--- src/rtl/mvb_frame_sched.sv ---
// Purpose : transmit scheduler feeding the MVB encoder; arbitrates master/slave frame requests and fetches words.
// Latency : master ack->send_frame 2 cycles, slave ack->send_frame 3 cycles; refetched word valid 2 cycles after enc_next.
// Backpr. : requests are held by the requester until acked; acks are given only in IDLE, so later requests wait.
module mvb_frame_sched #(
    parameter int GAP_CYCLES = 48,
    parameter int TMO_CYCLES = 8192
) (
    input  logic        clk_24M,
    input  logic        rst,
    input  logic        m_req,
    input  logic [15:0] m_word,
    output logic        m_ack,
    input  logic        s_req,
    input  logic [2:0]  s_len,
    output logic        s_ack,
    output logic        s_rd,
    output logic [3:0]  s_addr,
    input  logic [15:0] s_data,
    input  logic        enc_busy,
    input  logic        enc_next,
    output logic        M_frame,
    output logic        S_frame,
    output logic [6:0]  frame_length,
    output logic [15:0] data_in,
    output logic        send_frame,
    output logic        sched_idle,
    output logic        err_len,
    output logic        err_tmo
);

    localparam int GW = $clog2(GAP_CYCLES + 1);
    localparam int TW = $clog2(TMO_CYCLES + 1);

    typedef enum logic [2:0] {
        IDLE  = 3'd0,
        FETCH = 3'd1,
        START = 3'd2,
        XMIT  = 3'd3,
        DRAIN = 3'd4,
        GAP   = 3'd5
    } state_t;

    state_t         state_q, state_d;
    logic           last_m_q;       // 1: last granted frame was master
    logic           m_frame_q;
    logic           s_frame_q;
    logic [6:0]     len_q;
    logic [4:0]     rem_q;          // words not yet taken by the encoder
    logic [15:0]    data_q;
    logic           s_rd_q;
    logic [3:0]     s_addr_q;
    logic           ld_q;           // s_data carries the word fetched last cycle
    logic           err_tmo_q;
    logic [GW-1:0]  gap_q;
    logic [TW-1:0]  tmo_q;

    logic           grant_m, grant_s;
    logic           tmo_fire;
    logic           progress;
    logic           tmo_done;
    logic           slave_ok;

    assign slave_ok = (s_len <= 3'd4);
    assign progress = ((state_q == XMIT) && enc_next) || ((state_q == DRAIN) && !enc_busy);
    assign tmo_done = (tmo_q == TW'(TMO_CYCLES - 1));

    // State register.
    always_ff @(posedge clk_24M or negedge rst) begin
        if (!rst) state_q <= IDLE;
        else      state_q <= state_d;
    end

    // Next-state, arbitration and the combinational ack/error pulses.
    always_comb begin
        state_d  = state_q;
        m_ack    = 1'b0;
        s_ack    = 1'b0;
        err_len  = 1'b0;
        grant_m  = 1'b0;
        grant_s  = 1'b0;
        tmo_fire = 1'b0;
        case (state_q)
            IDLE: begin
                // An illegal slave request is rejected first; a waiting master follows next cycle.
                if (s_req && !slave_ok) begin
                    s_ack   = 1'b1;
                    err_len = 1'b1;
                end else if (m_req && (!s_req || !last_m_q)) begin
                    m_ack   = 1'b1;
                    grant_m = 1'b1;
                    state_d = FETCH;
                end else if (s_req) begin
                    s_ack   = 1'b1;
                    grant_s = 1'b1;
                    state_d = FETCH;
                end
            end
            FETCH: begin
                if (m_frame_q || ld_q) state_d = START;
            end
            START: state_d = XMIT;
            XMIT: begin
                if (enc_next) begin
                    if (rem_q <= 5'd1) state_d = DRAIN;
                end else if (tmo_done) begin
                    tmo_fire = 1'b1;
                    state_d  = GAP;
                end
            end
            DRAIN: begin
                if (!enc_busy) begin
                    state_d = GAP;
                end else if (tmo_done) begin
                    tmo_fire = 1'b1;
                    state_d  = GAP;
                end
            end
            GAP: begin
                if (gap_q == GW'(GAP_CYCLES - 1)) state_d = IDLE;
            end
            default: state_d = IDLE;
        endcase
    end

    // Frame context latched at grant, word fetch sequencing and the data word register.
    always_ff @(posedge clk_24M or negedge rst) begin
        if (!rst) begin
            last_m_q  <= 1'b0;
            m_frame_q <= 1'b0;
            s_frame_q <= 1'b0;
            len_q     <= '0;
            rem_q     <= '0;
            data_q    <= '0;
            s_rd_q    <= 1'b0;
            s_addr_q  <= '0;
            ld_q      <= 1'b0;
            err_tmo_q <= 1'b0;
        end else begin
            s_rd_q    <= 1'b0;
            ld_q      <= s_rd_q;
            err_tmo_q <= tmo_fire;
            if (ld_q) data_q <= s_data;
            if (grant_m) begin
                last_m_q  <= 1'b1;
                m_frame_q <= 1'b1;
                s_frame_q <= 1'b0;
                len_q     <= 7'd1;
                rem_q     <= 5'd1;
                data_q    <= m_word;
            end
            if (grant_s) begin
                last_m_q  <= 1'b0;
                m_frame_q <= 1'b0;
                s_frame_q <= 1'b1;
                len_q     <= 7'd1 << s_len;
                rem_q     <= 5'd1 << s_len;
                s_rd_q    <= 1'b1;
                s_addr_q  <= '0;
            end
            // Each accepted word frees the data register; fetch the next one if any remain.
            if ((state_q == XMIT) && enc_next && (rem_q != 5'd0)) begin
                rem_q <= rem_q - 5'd1;
                if (rem_q > 5'd1) begin
                    s_rd_q   <= 1'b1;
                    s_addr_q <= s_addr_q + 4'd1;
                end
            end
            if ((state_q == GAP) && (state_d == IDLE)) begin
                m_frame_q <= 1'b0;
                s_frame_q <= 1'b0;
                len_q     <= '0;
            end
        end
    end

    // Gap counter runs only in GAP; timeout counter reloads on progress or outside XMIT/DRAIN.
    always_ff @(posedge clk_24M or negedge rst) begin
        if (!rst) begin
            gap_q <= '0;
            tmo_q <= '0;
        end else begin
            if ((state_q == GAP) && (gap_q < GW'(GAP_CYCLES))) gap_q <= gap_q + 1'b1;
            else if (state_q != GAP)                             gap_q <= '0;
            if (((state_q == XMIT) || (state_q == DRAIN)) && !progress) begin
                if (tmo_q < TW'(TMO_CYCLES)) tmo_q <= tmo_q + 1'b1;
            end else begin
                tmo_q <= '0;
            end
        end
    end

    // The fetched word is forwarded straight from s_data during its capture cycle.
    assign data_in      = ld_q ? s_data : data_q;
    assign M_frame      = m_frame_q;
    assign S_frame      = s_frame_q;
    assign frame_length = len_q;
    assign s_rd         = s_rd_q;
    assign s_addr       = s_addr_q;
    assign err_tmo      = err_tmo_q;
    assign send_frame   = (state_q == START);
    assign sched_idle   = (state_q == IDLE);

endmodule

--- config.mk ---
export PLATFORM = sky130hd
export DESIGN_NAME = mvb_frame_sched
export DESIGN_NICKNAME = d
export VERILOG_FILES = /design/src/rtl/mvb_frame_sched.sv
export SDC_FILE = /design/constraint.sdc
export NUM_CORES = 1
export LEC_CHECK = 0
export BUFFER_PORTS_ARGS = -buffer_cell sky130_fd_sc_hd__buf_2
export CORE_UTILIZATION = 50
export DETAILED_ROUTE_END_ITERATION = 7
export PLACE_DENSITY = 0.77
export SYNTH_ARGS = -nofsm -noshare
export SYNTH_HDL_FRONTEND = slang
export SYNTH_SLANG_ARGS = --single-unit
export TNS_END_PERCENT = 50
--- constraint.sdc ---
create_clock -name clk_24M -period 2 [get_ports clk_24M]
set_clock_uncertainty 0.05 [all_clocks]
set_input_delay 0.3 -clock clk_24M [delete_from_list [all_inputs] [get_ports clk_24M]]
set_output_delay 0.3 -clock clk_24M [all_outputs]
set_load 0.01 [all_outputs]
==> impl.org, run 1 <==
** Status
- Result of the run :: completed

** Power
- Power spread over the standard cell area amounts to 1280 mW/mm^2.
- The internal portion of the total power is 3.17 mW.
- Net switching fraction of the power :: 34.8%
- Summed over all nets, the switching power comes to 1.69 mW.
- The worst-case IR drop observed on VDD is 611 uV.
- Proportion of power drawn by flip-flops and latches :: 37.4%
- Leakage :: 1.78 nW
- Clock network power share :: 20.4%
- Combinational logic is responsible for 42.2% of the overall power.

** Clock network
- CTS H-tree depth :: 3
- The clock drives 61 sinks.
- The clock reaches the later pin of the worst-skew pair after 0.33 ns.
- Once the clock tree was built, the setup fixing pass inserted 0 buffers.
- Clock Root Buffer :: sky130_fd_sc_hd__clkbuf_8
- Buffers inserted during clock tree synthesis total 9.
- After clock tree synthesis, the clock-pin slew on the worst setup and hold paths is 0.06 ns.
- The clock passes through at most 2 buffers.
- TritonCTS clock tree :: yes

** Global routing
- Global-route wire length before repair :: 11.1 mm
- Entering global routing, the biggest net connects 40 pins.
- Initial antenna violation count :: 0
- Global routing consumed, over all layers together, 22.6% of the routing resources.
- Grt ovf :: 0
- Number of global-route vias before repair :: 2348

** Synthesis
- Yosys mapped the design onto 54 distinct sky130hd cell types.
- Async set-or-reset flop fraction in the synthesized netlist :: 100%
- Primary FF master, synth :: sky130_fd_sc_hd__dfrtp_1
- Dominant cells by area after synthesis :: sky130_fd_sc_hd__dfrtp_1, sky130_fd_sc_hd__mux2_2, sky130_fd_sc_hd__nor2_1, sky130_fd_sc_hd__xnor2_1, sky130_fd_sc_hd__ha_1
- Yosys instantiated no cell more often than sky130_fd_sc_hd__dfrtp_1.
- Avg Cell Area, Syn :: 11.0 um^2
- Of the post-synthesis cell area, the dominant cell type holds 49.7%.
- Counting instances in the post-synthesis netlist gives the leading cell types as sky130_fd_sc_hd__dfrtp_1, sky130_fd_sc_hd__mux2_2, sky130_fd_sc_hd__nor2_1.
- Share of the yosys chip area belonging to registers :: 49.7%
- Number of storage elements in the synthesis netlist :: 61
- Instance count of the mapped netlist :: 278
- During synthesis, Yosys emitted a total of 0 warnings.
- Post-synth EDFFs :: 0
- Mapped Nets :: 325
- sky130_fd_sc_hd__dfrtp_1 takes more of the synthesized area than any other cell.
- In this run the cell area of the synthesized design comes to 0.00307 mm^2.

** Placed design
- Post-DP HPWL :: 4.94 mm
- Final RePlAce weighted congestion :: 0.777
- In this run the tool buffered the top-level ports with 76 buffer cells.
- Setup WS pre-CTS :: 0.0932 ns

** Timing
- Achievable Freq :: 0.507 GHz
- Headroom to the max-slew limit came out at 57.0%.
- Number of failing hold endpoints at the final stage :: 0
- On the final layout, the worst hold slack is 0.134 ns.
- Accumulated negative setup slack :: 0 ns
- Slew at the pin closest to its max-slew limit :: 0.644 ns
- Setup repair after global routing could not meet its margin everywhere.
- Worst path setup slack after routing :: 0.0282 ns
- Dividing the final minimum period by the clock period gives 98.6%.
- The max-slew violation count came to 0.
- Counting I/O delays and the setup requirement, the final critical path takes 1.97 ns.
- Setup violations remaining at the end of the flow were counted as 0.

** Drt
- For this run, design rule violations remaining after detail routing come to 0.
- Routed length per instance :: 14.9 um
- The first detailed-routing pass ran for 4 iterations.
- For this block, the routed nets add up to 6.67 mm of wire.
- In this run, the number of DRC markers left after iteration 0 of detailed routing was 163.
- Via density per instance :: 5.48
- Via count :: 2451
- Antenna-violating nets left :: 0

** Layout
- After the last flow step, the layout net total stands at 415.
- Cells with a size suffix above 1 make up 37.1% of the layout.
- Antenna cell count :: 0
- Area Overhead vs Synth :: 23.3%

** Worst setup path
- The slowest stage of the critical path belongs to the cell sky130_fd_sc_hd__or3_4.
- The critical path goes through or3_4 > clkinv_4 > nand4_4 > inv_2 > buf_2.
- Worst Path Max Fanout :: 8
- The worst register-to-register path has a depth of 5.
- The worst setup path is captured at an output pin.
- At the worst endpoint, the required time is 1.65 ns.
- The endpoint identified for the worst register-to-register timing path is frame_length[3].
- The worst setup path is launched from a flop.
- For flop-to-flop paths, the worst setup slack is 0.18 ns.
- Maximum cell stage delay along the critical path :: 0.43 ns
- The most critical setup path has its endpoint at m_ack.
- Critical path start-end classification :: reg2out
- Worst flop-to-flop path startpoint :: gap_q[0]
- Critical Path Start :: state_q[1]
- WP data arrival :: 1.62 ns

** Floorplanning
- The floorplan step defined a die boundary enclosing 0.00646 mm^2.
- Initial core utilization :: 51.8%
- The floorplan step set the die width to 80.3 um.
- The floorplan step defined a core boundary enclosing 0.00592 mm^2.
- The floorplan has 28 rows.
- In this run the count of I/O pins placed on the die edge is 77.
- From bottom edge to top edge, the die measures 80.3 um.

** Run
- Max-cap check violation count :: 0

** Hold path
- The min-delay analysis places its worst path in the category in2reg.
## cell usage in the layout (no fill, tap or decap), types with 4 or more instances in the layout
cell type | Yosys | final
sky130_fd_sc_hd__and4_1 | 4 | 4
sky130_fd_sc_hd__inv_1 | 13 | 12
sky130_fd_sc_hd__ha_1 | 6 | 6
sky130_fd_sc_hd__o21ai_0 | 5 | 4
sky130_fd_sc_hd__nand3_1 | 11 | 11
sky130_fd_sc_hd__nand2_1 | 13 | 13
sky130_fd_sc_hd__a21oi_1 | 9 | 8
sky130_fd_sc_hd__clkbuf_8 | 0 | 12
sky130_fd_sc_hd__xor2_1 | 6 | 6
sky130_fd_sc_hd__nor3_1 | 11 | 11
sky130_fd_sc_hd__xnor2_1 | 10 | 10
sky130_fd_sc_hd__buf_2 | 5 | 76
sky130_fd_sc_hd__nand2b_1 | 4 | 4
sky130_fd_sc_hd__nor2_1 | 26 | 26
sky130_fd_sc_hd__o211ai_1 | 6 | 6
sky130_fd_sc_hd__dfrtp_1 | 61 | 61
sky130_fd_sc_hd__mux2_2 | 31 | 31
sky130_fd_sc_hd__buf_4 | 0 | 8
## critical path, delay by kind of cell, from the launching register on
kind | cells | cell delay, ns
buffers and inverters | 3 | 0.33
DFF | 1 | 0.38
and+or+nand+nor | 2 | 0.58
## what timing repair did
item,CTS,global route
hold endpoints to repair,22,0
gates resized for setup,1,3
pin swaps,1,0
hold buffers,1,0
endpoints found under the setup margin,1,19
## final cells by class
class / count / area, um^2
Fill cell: 461 / 2140
Sequential cell: 61 / 1530
Multi-Input combinational cell: 196 / 1460
Timing Repair Buffer: 86 / 470
Clock buffer: 14 / 173
Tap cell: 75 / 93.8
Inverter: 14 / 57.6
Clock inverter: 1 / 5.00
## power groups by stage
stage	clock [mW]	sequential (mW)	combinational, mW
after floorplan	0	1.85	1.33
after global placement	0	1.82	1.98
after detailed placement	0	1.84	2.04
after CTS	1.01	1.82	2.05
after global routing	1.08	1.86	2.27
final	0.991	1.82	2.05
## how the worst min path moves through the flow
stage                    start               to  depth (start not counted)
finish              m_word[10]       data_q[10]                          2
global route        m_word[10]       data_q[10]                          2
CTS                 m_word[10]       data_q[10]                          2
detailed placement         rst  frame_length[5]                          1
global placement           rst  frame_length[6]                          1
floorplan                  rst          M_frame                          0
## through the flow
stage / instances / power (mW) / instance area (um^2) / utilization (%)
floorplan: 278 / 3.17 / 3070 / -
finish: 447 / 4.86 / 3780 / 63.9
global placement: 431 / 3.80 / 3590 / 60.7
global route: 447 / 5.21 / 3780 / 63.9
detailed placement: 431 / 3.87 / 3590 / 60.7
CTS: 447 / 4.88 / 3780 / 63.8
## cell families after synthesis
family	count (synthesis)	share of synthesized area, %
simple gates	100	18.8
flops	61	49.7
compound gates	40	9.17
mux	34	12.4
buf+inv	21	2.94
xor+xnor	16	4.57
fa+ha+maj	6	2.45
## state kept, by name, summed over array words and instances (netlist names)
| signal | count |
|---|---|
| ld_q | 1 |
| err_tmo | 1 |
| last_m_q | 1 |
| M_frame | 1 |
| s_rd | 1 |
| tmo_q | 14 |
| S_frame | 1 |
| s_addr | 4 |
| data_q | 16 |
| rem_q | 5 |
| state_q | 3 |
| gap_q | 6 |
| frame_length | 7 |
## per-layer routing
| layer | global-route usage, % | routed length (um) |
|---|---|---|
| met5 | 0 | 0 |
| met4 | 8.04 | 74 |
| met3 | 4.09 | 238 |
| met2 | 37.1 | 3490 |
| met1 | 29.9 | 2860 |
Power figures use the tool's default switching activity.
==> run 2, diff against run 1 <==
--- a/config.mk
+++ b/config.mk
@@ -9,6 +9,7 @@
 export CORE_UTILIZATION = 50
 export DETAILED_ROUTE_END_ITERATION = 7
 export PLACE_DENSITY = 0.77
+export REMOVE_ABC_BUFFERS = 1
 export SYNTH_ARGS = -nofsm -noshare
 export SYNTH_HDL_FRONTEND = slang
 export SYNTH_SLANG_ARGS = --single-unit
==> run 2 against run 1 <==
  * Critical path depth stayed put
  * Critical endpoint is now send_frame
  * Non-clock buffer count is 1 lower
  * Largest cell class unchanged
  * Worst hold slack lost 0.011 ns
  * Sequential power about the same
  * Cell count did not move
  * Core utilization increased by 1.4 points
  * Sequential share of layout area decreased by 0.84 points
==> impl.org, run 2 (synthesis gave the netlist of run 1 again) <==
** Timing
- The highest clock frequency the design can meet is 0.517 GHz (was 0.507 GHz).
- The final hold violation count is 0 (unchanged).
- The fraction of the cycle the final worst path needs was 96.7% (was 98.6%).
- Relative max-transition margin :: 56.6% (was 57.0%)
- The max-slew violation count was 0 (unchanged).
- The transition time at the pin with the least slew margin is 0.652 ns (was 0.644 ns).
- Final Critical Period :: 1.93 ns (was 1.97 ns)
- Endpoints failing setup :: 0 (unchanged)
- Worst path setup slack after routing :: 0.0665 ns (was 0.0282 ns)
- The final-layout setup total negative slack came to 0 ns (unchanged).

** Worst setup path
- The data arrival time of the worst path was 1.58 ns (was 1.62 ns).
- Critical path start-end classification :: reg2out (unchanged)
- Buf/Inv on CP :: 3 (unchanged)
- The largest incremental delay on the critical path came to 0.38 ns (was 0.43 ns).
- CP Cell Sequence: buf_6 > or2b_1 > or2_2 > inv_1 > buf_2 (was or3_4 > clkinv_4 > nand4_4 > inv_2 > buf_2).
- The library cell contributing the largest single delay on the critical path is sky130_fd_sc_hd__dfrtp_1 (was sky130_fd_sc_hd__or3_4).
- The capturing element type of the critical path is an output pin (unchanged).
- The type of origin of the critical path is a flop (unchanged).
- Required time at the endpoint of the critical path :: 1.65 ns (about the same)
- The category of cells accounting for the largest share of critical-path delay was simple AND/OR/NAND/NOR gates (unchanged).
- Worst Path Max Fanout :: 11 (was 8)

** Global routing
- The sum of overflow across all layers after global routing was 0 (unchanged).
- The wire length of the first global-routing pass is 10.5 mm (was 11.1 mm).
- The total routing resource utilization after global routing is 21.8% (was 22.6%).
- Number of global-route vias before repair :: 2314 (was 2348)
- Initial antenna violation count :: 0 (unchanged)
- Pin count of the biggest net entering global routing :: 38 (was 40)

** Floorplanning
- The boundary pin count was 77 (unchanged).
- Die Area :: 0.00646 mm^2 (unchanged)
- Initial core utilization :: 51.8% (unchanged)
- The number of placement rows came to 28 (unchanged).
- The horizontal extent of the die is 80.3 um (unchanged).
- Core region area :: 0.00592 mm^2 (unchanged)
- Die outline height :: 80.3 um (unchanged)

** Drt
- The routed via count divided by cell count is 5.43 (was 5.48).
- The number of design-rule violations left by the first detailed-router iteration was 129 (was 163).
- The count of antenna-violating nets left after detailed routing came to 0 (unchanged).
- The via count of the routed design came to 2428 (was 2451).
- The sum of routed wire length over all layers came to 6.24 mm (was 6.67 mm).
- The routed length per placed instance was 14.0 um (was 14.9 um).
- The first-pass detailed-route iteration total is 4 (unchanged).
- The count of unresolved DRC violations after routing is 0 (unchanged).

** Power
- Net switching fraction of the power :: 32.2% (was 34.8%)
- Clock network power share :: 26.5% (was 20.4%)
- The fraction of power consumed by combinational cells is 38.5% (was 42.2%).
- The power per cell area is 1350 mW/mm^2 (was 1280 mW/mm^2).
- The peak supply drop came to 788 uV (was 611 uV).
- Power Internal :: 3.54 mW (was 3.17 mW)
- Net switching power :: 1.68 mW (was 1.69 mW)
- Proportion of power drawn by flip-flops and latches :: 35.0% (was 37.4%)
- The leakage power figure came to 1.82 nW (was 1.78 nW).

** Layout
- The leading cell type in the layout, fill and taps excluded was sky130_fd_sc_hd__buf_2 (unchanged).
- The proportion of layout cells with a drive suffix above 1 is 37.4% (was 37.1%).
- The net count of the finished layout was 414 (was 415).
- The non-filler instance count after layout is 447 (unchanged).
- The final antenna diode count is 0 (unchanged).
- Most used cells in the layout excluding fill and tap cells :: sky130_fd_sc_hd__buf_2, sky130_fd_sc_hd__dfrtp_1, sky130_fd_sc_hd__mux2_2 (unchanged)
- Flip-flop count of the largest register after layout :: 16 (unchanged)
- Reg with most FFs :: data_q (unchanged)
- Area Overhead vs Synth :: 25.9% (was 23.3%)

** Run
- Max-cap check violation count :: 0 (unchanged)

** Status
- Result of the run: completed (unchanged).

** Placed design
- The number of buffers added on ports came to 76 (unchanged).
- The total half-perimeter wirelength after legalization and detailed placement came to 4.58 mm (was 4.94 mm).
- Placed Cells incl. Taps :: 430 (was 431)
- Final RePlAce weighted congestion :: 0.846 (was 0.777)
- The placement-stage worst setup slack was 0.114 ns (was 0.0932 ns).

** Clock network
- Number of buffers created by CTS :: 9 (unchanged)
- The clock input transition at the sequential cells of the worst setup and hold paths came to 0.06 ns (about the same).
- The total setup buffers inserted after CTS is 0 (unchanged).
- TritonCTS clock tree :: yes (unchanged)
- The count of H-tree levels built during CTS is 3 (unchanged).
- TritonCTS Sinks :: 61 (unchanged)
- The clock latency on the worst-skew pair is 0.33 ns (about the same).
- Clock Root Buffer :: sky130_fd_sc_hd__clkbuf_8 (unchanged)
- Maximum number of buffers from clock root to sink :: 2 (unchanged)

** Hold path
- Class of the worst hold path :: in2reg (unchanged)
run 2: metrics by stage:
stage          hold slack (ns)  total power [mW]  area [um^2]  utilization, %
6_report                 0.123              5.23         3860            65.3
5_1_grt                  0.121              5.58         3860            65.3
4_1_cts                  0.111              5.27         3850            65.1
3_5_place_dp             0.281              3.85         3580            60.5
3_3_place_gp             0.281              3.76         3580            60.5
2_1_floorplan          -0.0456              3.14         3040               -
run 2: timing repair:
| item | 4_1_cts | 5_1_grt |
|---|---|---|
| endpoints found under the setup margin | 0 | 4 |
| endpoints found under the hold margin | 24 | 0 |
| hold buffers | 1 | 0 |
| resized for setup | 0 | 4 |
run 2: area by class of cell:
type | instances | area [um^2]
inverters | 14 | 57.6
fillers | 471 | 2060
repair buffers | 85 | 467
multi-input cells | 196 | 1460
well taps | 75 | 93.8
clock buffers | 13 | 169
clock inverters | 3 | 90.1
flip-flops and latches | 61 | 1530
run 2: power groups by stage:
| stage | clock, mW | sequential (mW) | combinational, mW |
|---|---|---|---|
| 3_5_place_dp | 0 | 1.85 | 2.01 |
| 4_1_cts | 1.42 | 1.83 | 2.02 |
| 6_report | 1.39 | 1.83 | 2.01 |
| 2_1_floorplan | 0 | 1.91 | 1.23 |
| 3_3_place_gp | 0 | 1.82 | 1.94 |
| 5_1_grt | 1.48 | 1.87 | 2.22 |
run 2: final timing paths:
kind                                 start               to  slack, ns  cells after the start
worst max-delay path            state_q[2]       send_frame       0.07                      5
worst min-delay path            m_word[10]       data_q[10]       0.12                      2
worst max register to register  state_q[0]  frame_length[3]       0.17                      4
worst min register to register        s_rd             ld_q       0.34                      0
max in group asynchronous              rst        data_q[5]       0.88                      3
min in group asynchronous              rst        tmo_q[13]       0.44                      2
run 2: metal layers:
metal	vias up	GRT usage, %	share of wire [%]
met5	-	0	0
met2	61	34.7	47
met4	0	10.5	2.2
met1	1165	27.0	46
li1	1189	-	-
met3	13	6.36	5.4
